===== config.mk =====
export PLATFORM = sky130hd
export DESIGN_NAME = br_credit_sender_rr_arb
export DESIGN_NICKNAME = d
export VERILOG_FILES = /design/src/rtl/br_credit_sender_rr_arb.sv
export SDC_FILE = /design/constraint.sdc
export NUM_CORES = 1
export LEC_CHECK = 0
export BUFFER_PORTS_ARGS = -buffer_cell sky130_fd_sc_hd__buf_2
export CAP_MARGIN = 20
export CORE_ASPECT_RATIO = 2
export CORE_UTILIZATION = 35
export CTS_CLUSTER_DIAMETER = 120
export CTS_CLUSTER_SIZE = 30
export DETAILED_ROUTE_END_ITERATION = 10
export GPL_TIMING_DRIVEN = 1
export SETUP_SLACK_MARGIN = 0.1
export SLEW_MARGIN = 20
export SYNTH_ARGS = -nofsm -noshare
export SYNTH_HDL_FRONTEND = slang
export SYNTH_SLANG_ARGS = --single-unit
export TNS_END_PERCENT = 10

===== constraint.sdc =====
create_clock -name clk -period 5.16 [get_ports clk]
set_clock_uncertainty 0.15 [all_clocks]
set_input_delay 0.258 -clock clk [delete_from_list [all_inputs] [get_ports clk]]
set_output_delay 0.258 -clock clk [all_outputs]
set_load 0.01 [all_outputs]

===== src/rtl/br_credit_sender_rr_arb.sv =====
// rtl/br_credit_sender_rr_arb.sv - round-robin arbiter feeding a credit-based push interface
//
// Lets NumRequesters ready/valid producers share one credit-flow-controlled
// push interface. Owns the sender-side credit counter. Grants at most one
// requester per cycle, and only while a usable credit exists. Each accepted
// beat is re-issued one cycle later on a registered pop interface, tagged with
// the index of the requester that produced it.
//
// Ports:
//   clk               clock
//   rst               asynchronous active-low reset
//   push_valid[N]     per-requester valid
//   push_data[N*W]    per-requester data, requester i in bits [i*W +: W]
//   push_ready[N]     one-hot-or-zero grant, combinational
//   pop_credit_stall  receiver must not return credit while high
//   pop_credit        one credit returned this cycle
//   pop_valid         registered beat valid (no backpressure)
//   pop_data          registered beat data
//   pop_id            requester index of the registered beat
//   credit_initial    credit count loaded when leaving init
//   credit_withhold   credits reserved and not usable by requesters
//   credit_count      current credit count
//   credit_available  credit_count > credit_withhold while running
module br_credit_sender_rr_arb #(
  parameter int NumRequesters = 4,
  parameter int Width = 8,
  parameter int MaxCredit = 8,
  localparam int CountWidth = $clog2(MaxCredit + 1),
  localparam int IdWidth = $clog2(NumRequesters)
) (
  input  logic                           clk,
  input  logic                           rst,
  input  logic [NumRequesters-1:0]       push_valid,
  input  logic [NumRequesters*Width-1:0] push_data,
  output logic [NumRequesters-1:0]       push_ready,
  output logic                           pop_credit_stall,
  input  logic                           pop_credit,
  output logic                           pop_valid,
  output logic [Width-1:0]               pop_data,
  output logic [IdWidth-1:0]             pop_id,
  input  logic [CountWidth-1:0]          credit_initial,
  input  logic [CountWidth-1:0]          credit_withhold,
  output logic [CountWidth-1:0]          credit_count,
  output logic                           credit_available
);

  typedef enum logic [1:0] {
    ST_INIT = 2'd0,
    ST_LOAD = 2'd1,
    ST_RUN  = 2'd2
  } state_t;

  state_t               state;
  logic [IdWidth-1:0]   ptr;
  logic                 grant_valid;
  logic [IdWidth-1:0]   grant_id;
  logic [IdWidth-1:0]   ptr_next;
  logic                 accept;
  logic [CountWidth:0]  count_sum;
  logic [CountWidth-1:0] count_next;

  assign credit_available = (state == ST_RUN) && (credit_count > credit_withhold);

  // Search from the priority pointer upward with wrap-around; the first valid
  // requester found wins. Grant is only exposed while a credit is usable.
  always_comb begin
    int idx;
    idx         = 0;
    grant_valid = 1'b0;
    grant_id    = '0;
    for (int i = 0; i < NumRequesters; i++) begin
      idx = int'(ptr) + i;
      if (idx >= NumRequesters) idx = idx - NumRequesters;
      if (!grant_valid && push_valid[idx]) begin
        grant_valid = 1'b1;
        grant_id    = IdWidth'(idx);
      end
    end
  end

  always_comb begin
    push_ready = '0;
    if (credit_available && grant_valid) push_ready[grant_id] = 1'b1;
  end

  assign accept   = |(push_valid & push_ready);
  assign ptr_next = (grant_id == IdWidth'(NumRequesters - 1)) ? '0 : grant_id + 1'b1;

  // One extra bit so a return on top of a full counter is visible and can be
  // clamped instead of wrapping.
  assign count_sum = {1'b0, credit_count}
                   + {{CountWidth{1'b0}}, pop_credit}
                   - {{CountWidth{1'b0}}, accept};
  assign count_next = (count_sum > (CountWidth + 1)'(MaxCredit)) ? CountWidth'(MaxCredit)
                                                                 : count_sum[CountWidth-1:0];

  always_ff @(posedge clk or negedge rst) begin
    if (!rst) begin
      state            <= ST_INIT;
      credit_count     <= '0;
      ptr              <= '0;
      pop_valid        <= 1'b0;
      pop_data         <= '0;
      pop_id           <= '0;
      pop_credit_stall <= 1'b1;
    end else begin
      case (state)
        ST_INIT: begin
          state <= ST_LOAD;
        end
        ST_LOAD: begin
          state            <= ST_RUN;
          credit_count     <= credit_initial;
          pop_credit_stall <= 1'b0;
        end
        ST_RUN: begin
          credit_count <= count_next;
        end
        default: begin
          state <= ST_INIT;
        end
      endcase
      pop_valid <= accept;
      if (accept) begin
        ptr      <= ptr_next;
        pop_data <= push_data[int'(grant_id)*Width +: Width];
        pop_id   <= grant_id;
      end
    end
  end

`ifndef SYNTHESIS
  always @(posedge clk) begin
    if (rst) begin
      // Credit returned while stalled is dropped by the counter.
      if (state != ST_RUN) assert (!pop_credit);
      // Receiver returned more credit than was ever issued.
      if (state == ST_RUN) assert (count_sum <= (CountWidth + 1)'(MaxCredit));
      if (state == ST_LOAD) assert (credit_initial <= CountWidth'(MaxCredit));
      assert ($onehot0(push_ready));
    end
  end
`endif

endmodule


==> run metrics <==
status=complete, no violations; die width=between 50 and 60 microns; Die Y-Extent=between 90 and 100 microns; leading cell types by count after synthesis=21 x and3_1, 19 x dfrtp_1, 19 x inv_1, 17 x ha_1, 13 x nand2_1; vias in the first global route=about 1600; complex-gate fraction of the synthesized area=0.237; pins over their slew limit=0; number of remaining DRC errors=0; post-DP HPWL=~3.3 mm; clock tree buffer depth=2; CTS tree=done; Filler Cell Count=~490; Layout Cells excl Fill=between 200 and 300; Tot Pwr=roughly 1.0 mW; unrepaired setup endpoints after global routing=no; Req. time, crit path=slightly above 5000 ps; Crit. End Element=register; Worst EP arrival=4200 ps; htree depth=1; setup_tns=0 ps; Starting DRT DRC Count=10; Distinct cells, synth=40; worst skew pair latency=260 ps; global-route wire length before repair=6.89 mm; post_cts resized=0; P per Cell Area=about 490 nW/um^2; CP max-delay cell=dfrtp_1; Ys Warns=0; largest family of logic cells by synthesized area=compound AO/OA/AOI/OAI gates; Mapped Cells=between 150 and 200; register area share after synthesis=0.308; Cell Area, Synth=approximately 1600 sq um; TritonCTS Sinks=20; count leader, synth=and3_1; CP Max Fanout=12; syn avg cell area=about 9.5 sq um; Clock Tree Root=clkbuf_8; Initial Utilization=0.368; remaining global-route overflow=0; Diodes inserted=0; largest net degree at the start of global routing=23; Syn Nets=about 240; full die area=between 4000 and 5000 sq um; drt pass-1 iters=4; Async SR Flop Fraction=1.00; total core area=approximately 4400 sq um; initial antenna violation count=0; I/O Pins=68; gr usage total=0.178; top cells by area, synth=dfrtp_1 29%, ha_1 13%, and3_1 8.1%, a211oi_2 6.1%, inv_1 4.4%; dpl cells=roughly 280; worst rel slew slack=0.683; post-synth top area share=0.292; Top FF cell, synth=dfrtp_1; fmax=around 240 MHz; post-synthesis register bit count=20; crit-path cells=nor2b_1 > o21ai_0 > o211a_1 > inv_2 > ha_1 > a22oi_1 > nand2_1 > nand4b_1 > inv_1 > ha_1 > inv_1 > ha_1 > inv_1 > fa_1 > nor2b_1 > o21ai_0 > and3_1 > a2111o_1 > o221ai_1; Reg area=502 sq um; final core utilization=0.465; buffers added on ports=67; crit path launch type=register; Final Net Count=301; RD Place Congestion=approximately 0.83; Post-synth EDFFs=0; layout cells sized above 1=0.387; Setup Crit Path Kind=reg -> reg; drt total wl=just over 4 mm; final setup vio count=0; Tmin final=~4200 ps; WL/cell=roughly 14 microns; Worst VDD drop=around 0.3 mV; Final period util=0.809; Worst-path clk slew=around 80 ps; post-route ant nets=0; vias=~1500; Vias/cell=5.18; worst hold slack=around 100 ps; worst-margin pin slew=between 400 and 500 ps; Max stage delay on crit path=between 400 and 500 ps; footprint of the multi-input gates=between 900 and 1000 sq um; Post-Synth XOR/XNOR Area=0.0108; simple-gate share of the synthesized area=0.185; Rows=34; P&R area growth vs syn=26.4%; Synth area leader=dfrtp_1; Hold Violations, Final=0; Static Leak=between 1 and 1.5 nW; Synth Area in Adders=0.143; mux cell area share after synthesis=0.0276; max cap viols=0; hold crit path type=in -> reg; total CTS buffers=3
## worst max-delay path: cells and delay by family (launching register included)
| kind | cells | cell delay [ps] |
|---|---|---|
| flops | 1 | 430 |
| buf+inv | 4 | 390 |
| compound gates | 6 | 1380 |
| fa+ha+maj | 4 | 1050 |
| simple gates | 5 | 660 |
## layout by cell type (no fill, tap or decap), types with 2 or more instances in the layout
| cell | instances |
|---|---|
| nor2b_1 | 4 |
| a211oi_1 | 8 |
| o31ai_1 | 8 |
| nand3b_1 | 4 |
| a21o_1 | 2 |
| nand3_1 | 2 |
| dfrtp_1 | 19 |
| o221ai_1 | 4 |
| nand2_1 | 13 |
| mux2_2 | 4 |
| a22oi_1 | 2 |
| inv_1 | 19 |
| o21ai_0 | 6 |
| ha_1 | 17 |
| clkbuf_8 | 3 |
| and3_1 | 21 |
| a21oi_1 | 3 |
| a211oi_2 | 8 |
| buf_2 | 67 |
## metal layers
layer | track usage | vias to the layer above | part of all wire
met5 | 0 | - | 0
met4 | 0.0747 | 0 | 0.019
met3 | 0.00926 | 6 | 0.030
met2 | 0.362 | 47 | 0.60
met1 | 0.171 | 697 | 0.35
li1 | - | 746 | -
## power by group
part / switching [mW] / internal (mW) / leakage [nW]
Combinational: 0.327 / 0.254 / 0.845
Clock: 0.0582 / 0.104 / 0.0357
Sequential: 0.0411 / 0.217 / 0.245
## cell type report
type	instances	share of cell area
Clock buffer	3	0.0200
Tap cell	54	0.0328
Inverter	21	0.0407
Timing Repair Buffer	69	0.171
Sequential cell	20	0.244
Clock inverter	1	0.0146
Multi-Input combinational cell	121	0.477
## metrics by stage
step | setup slack, ps | area (sq um)
floorplan | 1120 | 1630
global placement | 1050 | 1980
detailed placement | 980 | 1980
CTS | 961 | 2060
global route | 603 | 2060
finish | 987 | 2060
## registers in the layout, indices dropped and copies added, names as in the netlist
name / flops
ptr: 2
pop_data: 8
pop_credit_stall: 1
credit_count: 4
state: 2
pop_valid: 1
pop_id: 2
## logic make-up (layout without fill, tap and decap cells)
logic type / Yosys count / count (layout)
AND/OR/NAND/NOR: 51 / 51
AO/OA/AOI/OAI: 46 / 46
buffers and inverters: 30 / 94
flip-flops: 20 / 20
adder cells (fa/ha/maj): 18 / 18
multiplexers: 4 / 4
XOR/XNOR: 2 / 2
## worst paths after layout
check                                        startpoint                            to  slack (ps)  cells past startpoint
max                                  ptr[1]$_DFFE_PN0N_   credit_count[1]$_DFFE_PN0P_         990                     19
min                                   credit_initial[1]   credit_count[1]$_DFFE_PN0P_         100                      3
max reg2reg                          ptr[1]$_DFFE_PN0N_   credit_count[1]$_DFFE_PN0P_         990                     19
min reg2reg                pop_credit_stall$_DFFE_PN1N_  pop_credit_stall$_DFFE_PN1N_         330                      1
max in group asynchronous                           rst  pop_credit_stall$_DFFE_PN1N_        4190                      2
min in group asynchronous                           rst       pop_data[1]$_DFFE_PN0N_         330                      2
## what timing repair did
item	4_1_cts	5_1_grt
endpoints found under the hold margin	19	0
buffers inserted	0	0
hold buffers	1	0
(Power assumes the default switching activity.)
